`config.mk`:
```
export PLATFORM = sky130hd
export DESIGN_NAME = seg_shift_ctrl
export DESIGN_NICKNAME = d
export VERILOG_FILES = /design/src/rtl/seg_shift_ctrl_pkg.sv /design/src/rtl/seg_clk_div.sv /design/src/rtl/seg_shift_ctrl.sv
export SDC_FILE = /design/constraint.sdc
export NUM_CORES = 1
export LEC_CHECK = 0
export BUFFER_PORTS_ARGS = -buffer_cell sky130_fd_sc_hd__buf_2
export CAP_MARGIN = 40
export CORE_MARGIN = 10
export CORE_UTILIZATION = 30
export DETAILED_ROUTE_END_ITERATION = 8
export GPL_TIMING_DRIVEN = 0
export PLACE_DENSITY = 0.6
export SYNTH_ARGS = -nofsm -noshare
export SYNTH_HDL_FRONTEND = slang
export SYNTH_SLANG_ARGS = --single-unit
```
`constraint.sdc`:
```
create_clock -name clk -period 5.3 [get_ports clk]
set_input_delay 1.06 -clock clk [delete_from_list [all_inputs] [get_ports clk]]
set_output_delay 1.06 -clock clk [all_outputs]
set_load 0.05 [all_outputs]
```
`src/rtl/seg_shift_ctrl_pkg.sv`:
```
// Shared definitions for the seven-segment serial shift controller:
// controller state encoding and default geometry of the shift chain.
package seg_shift_ctrl_pkg;

    // Default chain length: one bit per segment output across all digits.
    localparam int unsigned DEF_DATA_W  = 64;

    // Default system cycles per shift-clock half-period.
    localparam int unsigned DEF_CLK_DIV = 2;

    typedef enum logic [1:0] {
        IDLE  = 2'd0,
        SHIFT = 2'd1,
        LATCH = 2'd2,
        DONE  = 2'd3
    } state_t;

endpackage

```
`src/rtl/seg_clk_div.sv`:
```
// Phase timer for the shift controller: while enabled, emits a one-cycle
// phase_end_o tick every CLK_DIV cycles; held at zero while disabled so each
// enabled stretch starts with a full-length phase.
module seg_clk_div
    import seg_shift_ctrl_pkg::*;
#(
    parameter int unsigned CLK_DIV = DEF_CLK_DIV
) (
    input  logic clk_i,
    input  logic rst_i,
    input  logic en_i,
    output logic phase_end_o
);

    localparam int unsigned CW = $clog2(CLK_DIV) + 1;
    localparam logic [CW-1:0] LAST = CW'(CLK_DIV - 1);

    logic [CW-1:0] cnt_q;
    logic [CW-1:0] cnt_d;

    // Tick on the last cycle of each phase while enabled.
    assign phase_end_o = en_i && (cnt_q == LAST);

    // Next count: clear when idle, wrap at the end of every phase.
    always_comb begin
        cnt_d = cnt_q;
        if (!en_i) begin
            cnt_d = '0;
        end else if (cnt_q == LAST) begin
            cnt_d = '0;
        end else begin
            cnt_d = cnt_q + CW'(1);
        end
    end

    // Phase counter register.
    always_ff @(posedge clk_i or posedge rst_i) begin
        if (rst_i) begin
            cnt_q <= '0;
        end else begin
            cnt_q <= cnt_d;
        end
    end

endmodule

```
`src/rtl/seg_shift_ctrl.sv`:
```
// Serialises the parallel segment map into the daisy-chained display shift
// registers (MSB first), then pulses the output latch. One transfer runs per
// accepted start; every pin driven toward the display is a flop output.
module seg_shift_ctrl
    import seg_shift_ctrl_pkg::*;
#(
    parameter int unsigned DATA_W  = DEF_DATA_W,
    parameter int unsigned CLK_DIV = DEF_CLK_DIV
) (
    input  logic              clk,
    input  logic              rst,
    input  logic              start,
    input  logic [DATA_W-1:0] par_data,
    output logic              busy,
    output logic              done,
    output logic              s_clk,
    output logic              s_data,
    output logic              s_latch,
    output logic              s_clrn
);

    localparam int unsigned BW = $clog2(DATA_W) + 1;
    localparam logic [BW-1:0] BIT_LAST = BW'(DATA_W - 1);

    state_t            state_q;
    logic [DATA_W-1:0] shreg_q;
    logic [DATA_W-1:0] shreg_d;
    logic [BW-1:0]     bitcnt_q;
    logic              busy_q;
    logic              done_q;
    logic              sclk_q;
    logic              latch_q;
    logic              clrn_q;

    logic              div_en;
    logic              phase_end;

    // The phase timer runs through both the shift phases and the latch pulse.
    assign div_en = (state_q == SHIFT) || (state_q == LATCH);

    seg_clk_div #(
        .CLK_DIV (CLK_DIV)
    ) u_clk_div (
        .clk_i       (clk),
        .rst_i       (rst),
        .en_i        (div_en),
        .phase_end_o (phase_end)
    );

    // Shift left with zero fill; after the last bit the register is all zero,
    // which keeps the serial line low through LATCH and back in IDLE.
    always_comb begin
        shreg_d = {shreg_q[DATA_W-2:0], 1'b0};
    end

    // Transfer sequencer: owns state, shift register, bit count and strobes.
    always_ff @(posedge clk or posedge rst) begin
        if (rst) begin
            state_q  <= IDLE;
            shreg_q  <= '0;
            bitcnt_q <= '0;
            busy_q   <= 1'b0;
            done_q   <= 1'b0;
            sclk_q   <= 1'b0;
            latch_q  <= 1'b0;
            clrn_q   <= 1'b0;
        end else begin
            clrn_q <= 1'b1;
            done_q <= 1'b0;
            case (state_q)
                IDLE: begin
                    if (start) begin
                        shreg_q  <= par_data;
                        bitcnt_q <= '0;
                        sclk_q   <= 1'b0;
                        busy_q   <= 1'b1;
                        state_q  <= SHIFT;
                    end
                end
                SHIFT: begin
                    if (phase_end) begin
                        if (!sclk_q) begin
                            sclk_q <= 1'b1;
                        end else begin
                            sclk_q   <= 1'b0;
                            shreg_q  <= shreg_d;
                            bitcnt_q <= bitcnt_q + BW'(1);
                            if (bitcnt_q == BIT_LAST) begin
                                latch_q <= 1'b1;
                                state_q <= LATCH;
                            end
                        end
                    end
                end
                LATCH: begin
                    if (phase_end) begin
                        latch_q <= 1'b0;
                        done_q  <= 1'b1;
                        state_q <= DONE;
                    end
                end
                DONE: begin
                    busy_q  <= 1'b0;
                    state_q <= IDLE;
                end
                default: begin
                    state_q <= IDLE;
                end
            endcase
        end
    end

    assign busy    = busy_q;
    assign done    = done_q;
    assign s_clk   = sclk_q;
    assign s_data  = shreg_q[DATA_W-1];
    assign s_latch = latch_q;
    assign s_clrn  = clrn_q;

endmodule

```
==> flow_summary.ini <==
[synth]
ys_warn_count = 0
yosys-top-cells-area = dfrtp_1, mux2i_1, a21oi_1, nor2_1, buf_2
syn-cell-area_um2 = 3830
synth_cell_types = 36
syn_inst = 373
yosysTopAreaCell = dfrtp_1
ys_seq_area_share_pct = 52.3
synth_top_area_share_pct = 52.3
syn_area_per_cell_um2 = 10.3
synth_fp_nets = 445
ys_ff_latch = 80

[worst_setup_path]
crit_buf_inv = 1
r2r-start = state_q[1]
path_cells = buf_2
cp_top_family = flip-flops
cpMaxStageDelayCell = dfrtp_1
cp.arrival_ns = 1.11
critPathKind = flip-flop to output port
cp_slowest_stage_delay_ns = 0.46
cp-start-kind = flip-flop
path_max_fanout = 8
worstSetupEndpointType = output port
r2r_cells = 7
required_ns = 4.24
r2r_end = shreg_q[26]
worst-r2r-setup-slack_ns = 3.23

[sta]
finalCritPeriodShare_pct = 41.0
max_freq_ghz = 0.461
rsz0062_at_grt = false
timing.final.ws_setup_ns = 3.13
period_minus_slack_ns = 2.17
tightest_slew_ns = 0.699
setup_viol = 0
drv_slew = 0
finalSetupTns_ns = 0
maxSlewHeadroom_pct = 53.4
whs_ns = 0.514
clock_skew_ns = 0.00706
hold_viol = 0

[global_route]
antenna_found_initial = 2
grt_max_degree = 50
grt_use_total_pct = 10.8
overflow = 0
grt_pass1_vias = 3117
grt_first_pass_wirelength_um = 15500

[clock_network]
cts_sinks = 80
numCtsBuffers = 9
post_cts_resized = 0
cts_hold_buffers = 0
cts-htree-levels = 3
cts_tree = built
clk_pin_slew_ns = 0.06
post_cts_buffers = 0
clock_path_buffers = 2
clkLatencyLatePin_ns = 0.35
cts_root_buffer = clkbuf_16

[place]
portBuffers = 72
hpwl_um = 6720
place.gp.congestion = 0.750
dp_cells = 618
dpl_worst_slack_ns = 2.98

[worst_hold_path]
min_from = u_clk_div.cnt_q[0]
whs_endpoint = u_clk_div.cnt_q[0]
worstHoldPathCells = 1
hold_path_class = flip-flop to flip-flop

[detailed_routing]
wl_per_cell_um = 14.4
antenna_left = 0
vias = 2953
first_pass_iters = 4
vias_per_cell = 4.65
drcViolationCount = 0
routed_wl_um = 9160
drtIter0Drc = 177

[floorplan]
fp.coreArea_um2 = 12600
rows = 41
die_w_um = 133
boundaryPins = 73
die_area_um2 = 17700
die_h_um = 133
start_util_pct = 30.5

[cells_and_area]
nets = 529
fillers = 1277
drive_gt1_share_pct = 24.5
fin_cells = 635
areaGrowthSynthToFinish_pct = 25.4

[outcome]
status = finished clean

[pwr]
power.total_mw = 3.07
p_leak_nw = 2.13
p_per_area_nw_per_um2 = 638
peakVddDrop_mv = 0.193

[run]
max-cap-violations = 0
[routing by layer]
metal  up-vias  global-route usage, %  share of wire, %
met1      1405                   12.8                45
li1       1463                      -                 -
met2        69                   16.7                46
met5         -                      0              0.14
met3        14                   4.58               6.4
met4         2                   4.77               1.7
[cells by family after synthesis]
logic type / Yosys count / synth area share (%)
adders and majority gates: 5 / 1.63
DFF: 80 / 52.3
buffers and inverters: 34 / 4.35
AOI/OAI and AO/OA: 84 / 11.9
muxes: 68 / 17.9
and+or+nand+nor: 101 / 11.9
other: 1 / 0.0979
[layout by cell type, fill, tap and decap left out, types with 2 or more instances in the layout]
master,count
clkbuf_16,9
mux2i_1,67
nand2b_1,2
buf_2,88
buf_1,3
and3_1,2
o22ai_1,2
nor3_1,4
dfrtp_1,80
nand3b_1,2
nor4_1,2
nand2_1,5
a22o_1,2
ha_1,5
a21oi_1,66
bufinv_16,3
a21o_1,3
buf_4,5
nor2_1,67
inv_1,9
nand4_1,3
o21ai_0,4
or4b_1,2
nand3_1,7
clkbuf_8,3
[worst max-delay path by stage]
stage               depth (start not counted)     endpoint  slack [ns]       start
floorplan                                   1  bitcnt_q[0]        2.19         rst
global placement                            2  shreg_q[19]        1.18         rst
detailed placement                          6  shreg_q[26]        2.98       start
CTS                                         1        s_clk        3.10       s_clk
global route                                8   shreg_q[8]        3.03  state_q[0]
finish                                      1        s_clk        3.13       s_clk
[cell type report]
| class | instances | area [µm²] | area share [%] |
|---|---|---|---|
| clock buffers | 12 | 267 | 5.55 |
| clock inverters | 4 | 98.8 | 2.06 |
| flip-flops and latches | 80 | 2000 | 41.7 |
| multi-input cells | 259 | 1660 | 34.6 |
| well taps | 172 | 215 | 4.48 |
| plain buffers | 24 | 129 | 2.68 |
| repair buffers | 73 | 388 | 8.08 |
| diodes | 1 | 2.50 | 0.0521 |
| inverters | 10 | 40.0 | 0.834 |
[through the flow]
stage | instance area [µm²] | util (%)
3_5_place_dp | 4440 | 35.3
4_1_cts | 4800 | 38.2
5_1_grt | 4800 | 38.2
6_report | 4800 | 38.2
3_3_place_gp | 4410 | 35.1
2_1_floorplan | 3830 | -
[cell usage after synthesis (all sizes together)]
master	n
inv	10
o31ai	1
nor3	4
or4b	2
a21o	3
o22ai	2
nor3b	1
conb	1
and4b	1
o21ai	5
dfrtp	80
nand4b	1
nand4	3
nand2b	2
a22oi	1
nand3b	2
nor2	67
and2	1
a22o	2
a21oi	67
mux2i	68
nand2	5
o32ai	1
nand3	7
a21boi	1
ha	5
o21a	1
buf	24
nor4	2
nor2b	1
and3	2
[sequential cells by signal, indices dropped and copies added (netlist names)]
signal and count:
state_q 2, bitcnt_q 7, done 1, shreg_q 64, s_latch 1, busy 1, s_clk 1, s_clrn 1
u_clk_div.cnt_q 2
[report_power, final]
part	leakage (nW)	internal, mW	switching (mW)
combinational	1.04	0.511	0.750
clock	0.179	0.500	0.254
sequential	0.907	0.896	0.156
total	2.13	1.91	1.16
Note: power is estimated with default switching activity, not from simulation.
